--- config.mk ---
export PLATFORM = sky130hd
export DESIGN_NAME = dire_straits_arb_flat
export DESIGN_NICKNAME = d
export VERILOG_FILES = /design/src/rtl/dire_straits_arb_if.sv /design/src/rtl/dire_straits_arb.sv /design/src/flat_wrapper.sv
export SDC_FILE = /design/constraint.sdc
export NUM_CORES = 1
export LEC_CHECK = 0
export ABC_AREA = 1
export ABC_CLOCK_PERIOD_IN_PS = 1900
export CAP_MARGIN = 10
export CORE_UTILIZATION = 44
export DETAILED_ROUTE_END_ITERATION = 12
export MAX_ROUTING_LAYER = met4
export PLACE_DENSITY = 0.76
export SETUP_SLACK_MARGIN = 0.15
export SLEW_MARGIN = 15
export SYNTH_ARGS = -nofsm -noshare
export SYNTH_HDL_FRONTEND = slang
export SYNTH_SLANG_ARGS = --single-unit
--- constraint.sdc ---
create_clock -name clk -period 1.9 [get_ports clk]
set_clock_uncertainty 0.15 [all_clocks]
set_input_delay 0.19 -clock clk [delete_from_list [all_inputs] [get_ports clk]]
set_output_delay 0.19 -clock clk [all_outputs]
set_load 0.05 [all_outputs]
--- src/rtl/dire_straits_arb_if.sv ---
// rtl/dire_straits_arb_if.sv - requester/response handshake bundle for dire_straits_arb
interface dire_straits_arb_if;
  logic       req0_valid;
  logic       req0_ready;
  logic [3:0] req0_a;
  logic [3:0] req0_b;
  logic [3:0] req0_and;
  logic       req1_valid;
  logic       req1_ready;
  logic [3:0] req1_a;
  logic [3:0] req1_b;
  logic [3:0] req1_and;
  logic       rsp_valid;
  logic       rsp_ready;
  logic       rsp_id;
  logic [3:0] rsp_a_e;
  logic [3:0] rsp_b_e;
  logic [3:0] rsp_c_e;

  modport master (
    output req0_valid, req0_a, req0_b, req0_and,
    output req1_valid, req1_a, req1_b, req1_and,
    output rsp_ready,
    input  req0_ready, req1_ready,
    input  rsp_valid, rsp_id, rsp_a_e, rsp_b_e, rsp_c_e
  );

  modport slave (
    input  req0_valid, req0_a, req0_b, req0_and,
    input  req1_valid, req1_a, req1_b, req1_and,
    input  rsp_ready,
    output req0_ready, req1_ready,
    output rsp_valid, rsp_id, rsp_a_e, rsp_b_e, rsp_c_e
  );
endinterface

--- src/rtl/dire_straits_arb.sv ---
// rtl/dire_straits_arb.sv - two-requester arbiter/sequencer around one shared dire_straits evaluator
module dire_straits (
  input  logic [3:0] i_a_out,
  input  logic [3:0] i_b_out,
  input  logic [3:0] i_and_out,
  output logic [3:0] o_a_e,
  output logic [3:0] o_b_e,
  output logic [3:0] o_c_e
);
  logic [4:0] w_sum;

  assign w_sum = {1'b0, i_a_out} + {1'b0, i_b_out};
  assign o_a_e = w_sum[3:0];
  // carry out of the A+B sum selects whether the AND term passes through inverted
  assign o_b_e = w_sum[4] ? ~i_and_out : i_and_out;
  assign o_c_e = ~i_and_out;
endmodule

module dire_straits_arb #(
  parameter int CNT_W = 16
) (
  input  logic             clk,
  input  logic             rst,
  dire_straits_arb_if.slave bus,
  output logic [CNT_W-1:0] cnt0,
  output logic [CNT_W-1:0] cnt1,
  output logic             busy
);
  typedef enum logic [1:0] {IDLE, EVAL, HOLD} state_t;

  state_t           r_state;
  state_t           w_next;
  logic             r_prio;
  logic             r_op_id;
  logic [3:0]       r_op_a;
  logic [3:0]       r_op_b;
  logic [3:0]       r_op_and;
  logic             r_rsp_valid;
  logic             r_rsp_id;
  logic [3:0]       r_rsp_a_e;
  logic [3:0]       r_rsp_b_e;
  logic [3:0]       r_rsp_c_e;
  logic [CNT_W-1:0] r_cnt0;
  logic [CNT_W-1:0] r_cnt1;
  logic             w_gnt_any;
  logic             w_gnt;
  logic             w_accept;
  logic             w_rsp_done;
  logic [3:0]       w_a_e;
  logic [3:0]       w_b_e;
  logic [3:0]       w_c_e;

  always_comb begin
    w_gnt_any = bus.req0_valid | bus.req1_valid;
    if (bus.req0_valid && bus.req1_valid) w_gnt = r_prio;
    else                                  w_gnt = bus.req1_valid;
  end

  assign w_accept       = (r_state == IDLE) && w_gnt_any;
  assign w_rsp_done     = (r_state == HOLD) && bus.rsp_ready;
  assign bus.req0_ready = w_accept && !w_gnt;
  assign bus.req1_ready = w_accept && w_gnt;

  dire_straits u_ds (
    .i_a_out   (r_op_a),
    .i_b_out   (r_op_b),
    .i_and_out (r_op_and),
    .o_a_e     (w_a_e),
    .o_b_e     (w_b_e),
    .o_c_e     (w_c_e)
  );

  always_ff @(posedge clk or posedge rst) begin
    if (rst) r_state <= IDLE;
    else     r_state <= w_next;
  end

  always_comb begin
    w_next = r_state;
    case (r_state)
      IDLE:    if (w_accept)   w_next = EVAL;
      EVAL:                    w_next = HOLD;
      HOLD:    if (w_rsp_done) w_next = IDLE;
      default:                 w_next = IDLE;
    endcase
  end

  always_ff @(posedge clk or posedge rst) begin
    if (rst) begin
      r_prio      <= 1'b0;
      r_op_id     <= 1'b0;
      r_op_a      <= '0;
      r_op_b      <= '0;
      r_op_and    <= '0;
      r_rsp_valid <= 1'b0;
      r_rsp_id    <= 1'b0;
      r_rsp_a_e   <= '0;
      r_rsp_b_e   <= '0;
      r_rsp_c_e   <= '0;
      r_cnt0      <= '0;
      r_cnt1      <= '0;
    end else begin
      if (w_accept) begin
        r_op_a   <= w_gnt ? bus.req1_a   : bus.req0_a;
        r_op_b   <= w_gnt ? bus.req1_b   : bus.req0_b;
        r_op_and <= w_gnt ? bus.req1_and : bus.req0_and;
        r_op_id  <= w_gnt;
        r_prio   <= ~w_gnt;
      end
      if (r_state == EVAL) begin
        r_rsp_a_e   <= w_a_e;
        r_rsp_b_e   <= w_b_e;
        r_rsp_c_e   <= w_c_e;
        r_rsp_id    <= r_op_id;
        r_rsp_valid <= 1'b1;
      end
      if (w_rsp_done) begin
        r_rsp_valid <= 1'b0;
        if (r_op_id) r_cnt1 <= r_cnt1 + CNT_W'(1);
        else         r_cnt0 <= r_cnt0 + CNT_W'(1);
      end
    end
  end

  assign bus.rsp_valid = r_rsp_valid;
  assign bus.rsp_id    = r_rsp_id;
  assign bus.rsp_a_e   = r_rsp_a_e;
  assign bus.rsp_b_e   = r_rsp_b_e;
  assign bus.rsp_c_e   = r_rsp_c_e;
  assign cnt0          = r_cnt0;
  assign cnt1          = r_cnt1;
  assign busy          = (r_state != IDLE);
endmodule
--- src/flat_wrapper.sv ---
// flat-port wrapper written by rule: the top's interface ports become plain ports
module dire_straits_arb_flat 
#(
  parameter int CNT_W = 16
)
  (clk, rst, cnt0, cnt1, busy, bus_req0_valid, bus_req0_a, bus_req0_b, bus_req0_and, bus_req1_valid, bus_req1_a, bus_req1_b, bus_req1_and, bus_rsp_ready, bus_req0_ready, bus_req1_ready, bus_rsp_valid, bus_rsp_id, bus_rsp_a_e, bus_rsp_b_e, bus_rsp_c_e);
  dire_straits_arb_if bus_i ();
  input  logic clk;
  input  logic rst;
  output logic [CNT_W-1:0] cnt0;
  output logic [CNT_W-1:0] cnt1;
  output logic busy;
  input wire logic [$bits(bus_i.req0_valid)-1:0] bus_req0_valid;
  input wire logic [$bits(bus_i.req0_a)-1:0] bus_req0_a;
  input wire logic [$bits(bus_i.req0_b)-1:0] bus_req0_b;
  input wire logic [$bits(bus_i.req0_and)-1:0] bus_req0_and;
  input wire logic [$bits(bus_i.req1_valid)-1:0] bus_req1_valid;
  input wire logic [$bits(bus_i.req1_a)-1:0] bus_req1_a;
  input wire logic [$bits(bus_i.req1_b)-1:0] bus_req1_b;
  input wire logic [$bits(bus_i.req1_and)-1:0] bus_req1_and;
  input wire logic [$bits(bus_i.rsp_ready)-1:0] bus_rsp_ready;
  output wire logic [$bits(bus_i.req0_ready)-1:0] bus_req0_ready;
  output wire logic [$bits(bus_i.req1_ready)-1:0] bus_req1_ready;
  output wire logic [$bits(bus_i.rsp_valid)-1:0] bus_rsp_valid;
  output wire logic [$bits(bus_i.rsp_id)-1:0] bus_rsp_id;
  output wire logic [$bits(bus_i.rsp_a_e)-1:0] bus_rsp_a_e;
  output wire logic [$bits(bus_i.rsp_b_e)-1:0] bus_rsp_b_e;
  output wire logic [$bits(bus_i.rsp_c_e)-1:0] bus_rsp_c_e;
  assign bus_i.req0_valid = bus_req0_valid;
  assign bus_i.req0_a = bus_req0_a;
  assign bus_i.req0_b = bus_req0_b;
  assign bus_i.req0_and = bus_req0_and;
  assign bus_i.req1_valid = bus_req1_valid;
  assign bus_i.req1_a = bus_req1_a;
  assign bus_i.req1_b = bus_req1_b;
  assign bus_i.req1_and = bus_req1_and;
  assign bus_i.rsp_ready = bus_rsp_ready;
  assign bus_req0_ready = bus_i.req0_ready;
  assign bus_req1_ready = bus_i.req1_ready;
  assign bus_rsp_valid = bus_i.rsp_valid;
  assign bus_rsp_id = bus_i.rsp_id;
  assign bus_rsp_a_e = bus_i.rsp_a_e;
  assign bus_rsp_b_e = bus_i.rsp_b_e;
  assign bus_rsp_c_e = bus_i.rsp_c_e;
  dire_straits_arb #(.CNT_W(CNT_W)) u_core (.clk(clk), .rst(rst), .bus(bus_i), .cnt0(cnt0), .cnt1(cnt1), .busy(busy));
endmodule
==> results by group <==
Worst setup path
  – Arr. time, crit path: 1.34 ns
  – Slowest CP cell: dfrtp_2
  – Max incr delay on CP: 0.44 ns
  – Worst-path cell chain: nor2_4 -> o21ai_2 -> nor2_4 -> buf_12
  – CP Launch Type: flip-flop
  – CP top delay family: flip-flops
  – Crit end category: output pin
  – Worst-path maximum fanout: 4
  – R2r setup slk: 0.25 ns
  – Cell repeated most along the worst path: nor2_4
  – Req. time, crit path: 1.56 ns
  – Worst path buffer plus inverter count: 1
  – Worst Setup Path Type: reg -> out

Routing
  – 1st-iter DRT viols: 63
  – Total length of routed wires: 6660 microns
  – DRC Markers: 0
  – Post-DRT Antenna Nets: 0
  – WL/cell: 11.6 microns
  – Vias per std cell: 4.80
  – Drt pass-1 iters: 4
  – Total number of vias: 2748

Cells and area
  – Share of post-route cells with drive strength above 1: 17.0%
  – Area grow syn2layout: 37.2%
  – Inserted Diodes: 0
  – Post-route cell area: 0.00424 sq mm
  – Fin nets: 509

Power and ir drop
  – Reg power frac: 32.1%
  – Clock network power share: 20.9%
  – Power per cell area: 1480 mW/mm^2
  – P_sw: 2.75 mW
  – Combinational share of power: 47.0%
  – Maximum vdd drop: 652 uV
  – Cell internal pwr: 3.51 mW
  – Final Power: 6.26 mW
  – Pleak: 2.12 nW
  – Net Sw Frac: 44.0%

Timing
  – Max-slew headroom: 67.0%
  – Slew Viols, Final: 0
  – Unrepaired setup endpoints after global routing: true
  – Final setup vio count: 0
  – Max Fclk: 597 MHz
  – Min Clock Period, post-route: 1.68 ns
  – Final period util: 88.2%
  – Worst-Margin Slew: 0.497 ns
  – Final hold violation count: 0
  – Setup_tns: 0 ns

Global routing
  – Vias in the first global route: 2479
  – Initial antenna violation count: 0
  – Global-route wire length before repair: 11400 microns
  – Pin count of the biggest net entering global routing: 53
  – Total Routing Usage GR: 20.6%
  – GR Overflow Total: 0

Place
  – Final Wtd Congestion: 0.798
  – DP Area: 0.00394 sq mm
  – Post-detail-place hpwl: 4880 microns
  – # port buffers: 77

Clock tree
  – Worst-path clk slew: 0.07 ns
  – Num CTS Buffers: 9
  – Sink Count: 62
  – Worst-Skew Late Latency: 0.34 ns
  – CTS root buf: clkbuf_8
  – CTS tree: yes
  – H-tree levels: 3
  – Clk buf depth: 2

Synth
  – Ys Warns: 0
  – Sequential area share after synthesis: 50.2%
  – Avg Cell Area, Syn: 8.18 sq um
  – Cell Area, Synth: 0.00309 sq mm
  – Distinct cells, synth: 28
  – Post-synth net total: 414
  – Yosys reg bits: 62
  – Post-Synthesis Cells: 378

Floorplan
  – Initial core utilization: 45.5%
  – Chip Width: 85.8 microns
  – Core box area: 0.00679 sq mm
  – Row count: 30
  – Die Span Y: 85.8 microns
  – Die Area: 0.00736 sq mm
  – I/O Pins: 78

Min path
  – Worst hold path type: in -> reg

Status
  – Status: completed

Job
  – Max-Cap Viols: 0
## cells in the mapped netlist
master / n / area, sq um
a21oi_1: 3 / 15.0
nand2_1: 134 / 503
inv_2: 2 / 7.51
nor2_4: 2 / 22.5
o21ai_0: 8 / 40.0
inv_1: 40 / 150
ha_1: 6 / 75.1
or2_1: 1 / 6.26
nand2_2: 1 / 6.26
nand4_1: 8 / 50.1
o21ai_2: 1 / 8.76
dfrtp_1: 62 / 1550
nand3_1: 25 / 125
buf_4: 1 / 7.51
nor3_1: 1 / 5.00
buf_2: 3 / 15.0
nand4_4: 1 / 21.3
xor2_1: 7 / 61.3
a21boi_2: 1 / 11.3
nor2_1: 40 / 150
o211ai_1: 6 / 45.0
nor2_2: 2 / 12.5
xnor2_1: 7 / 61.3
fa_1: 1 / 20.0
nand3b_1: 11 / 82.6
o21bai_1: 1 / 7.51
buf_6: 2 / 22.5
and2_1: 1 / 6.26
## repair_timing
| item | 4_1_cts | 5_1_grt |
|---|---|---|
| pin swaps | 2 | 5 |
| endpoints found under the hold margin | 10 | 0 |
| resized for setup | 20 | 11 |
| hold buffers | 1 | 0 |
| buffers inserted | 0 | 6 |
| setup endpoints to repair | 23 | 5 |
## stage by stage
step	hold WS, ns	setup slack (ns)	cells	util [%]
after floorplan	0.147	0.159	378	-
after global routing	0.273	0.130	573	62.4
after detailed placement	0.322	0.133	551	58.0
after global placement	0.318	0.171	551	58.0
final	0.256	0.224	573	62.4
after CTS	0.253	0.0472	567	61.3
## sequential cells by signal, indices dropped and copies added, names as in the netlist
name                  cells
u_core.r_op_and           4
u_core.r_prio             1
u_core.r_op_a             4
u_core.r_op_b             4
u_core.bus.rsp_c_e        4
u_core.cnt1              16
u_core.bus.rsp_valid      1
u_core.cnt0              16
u_core.bus.rsp_a_e        4
u_core.r_op_id            1
u_core.bus.rsp_id         1
u_core.r_state            2
u_core.bus.rsp_b_e        4
## final cells by class
type | count | area (sq um)
tap | 96 | 120
inverter | 42 | 161
multi-input combinational | 268 | 1380
timing repair buffer | 90 | 807
fill | 603 | 2550
clock inverter | 4 | 70.1
sequential | 62 | 1550
clock buffer | 11 | 151
## cells in the final DEF (no fill, tap or decap), drive strengths merged, types with 9 or more instances in the layout
cell type / synthesis / layout
nand2: 135 / 135
dlygate4sd2: 0 / 17
clkdlybuf4s50: 0 / 28
buf: 6 / 44
inv: 42 / 41
nand3: 25 / 25
nor2: 44 / 44
nand3b: 11 / 11
dfrtp: 62 / 62
nand4: 9 / 9
clkbuf: 0 / 11
o21ai: 9 / 9
## layer usage
layer	global-route usage, %	vias to the layer above	wire length, microns
met1	25.9	1273	3070
met2	32.1	87	3160
met3	6.26	8	365
met4	6.06	0	63
met5	-	-	0
li1	-	1380	-
## path summary, 6_finish.rpt
kind	start	endpoint	cells after the start
setup / recovery	u_core.r_state[1]$_DFFE_PP0P_	bus_req0_ready	4
hold / removal	bus_req1_b[0]	u_core.r_op_b[0]$_DFFE_PP0P_	3
setup reg to reg	u_core.r_op_a[0]$_DFFE_PP0P_	u_core.bus.rsp_b_e[2]$_DFFE_PP0P_	9
hold reg to reg	u_core.bus.rsp_valid$_DFFE_PP0P_	u_core.bus.rsp_valid$_DFFE_PP0P_	2
max in group asynchronous	rst	u_core.cnt0[0]$_DFFE_PP0P_	4
min in group asynchronous	rst	u_core.cnt1[8]$_DFFE_PP0P_	3
## cell families (layout without fill, tap and decap cells)
family	count (synthesis)	count (layout)	share of synthesized area (%)
flops	62	62	50.2
fa+ha+maj	7	7	3.08
compound gates	20	20	4.13
buf+inv	48	147	6.56
xor+xnor	14	14	3.97
simple gates	227	227	32.1
## power by group through the flow
stage | clock network, mW | registers (mW) | logic, mW
2_1_floorplan | 0 | 2.73 | 1.22
3_3_place_gp | 0 | 2.03 | 2.74
3_5_place_dp | 0 | 2.03 | 2.80
4_1_cts | 1.32 | 2.02 | 2.77
5_1_grt | 1.38 | 2.06 | 3.23
6_report | 1.31 | 2.01 | 2.94
## worst register-to-register path: stages (launching register included)
cell and delay, ns:
dfrtp_1 0.36, ha_2 0.19, inv_2 0.04, fa_2 0.35, inv_2 0.09, nand2_4 0.06
nand2_4 0.10, nand2_4 0.07, nand2_1 0.07, nand3_1 0.06
Note: power is estimated with default switching activity, not from simulation.
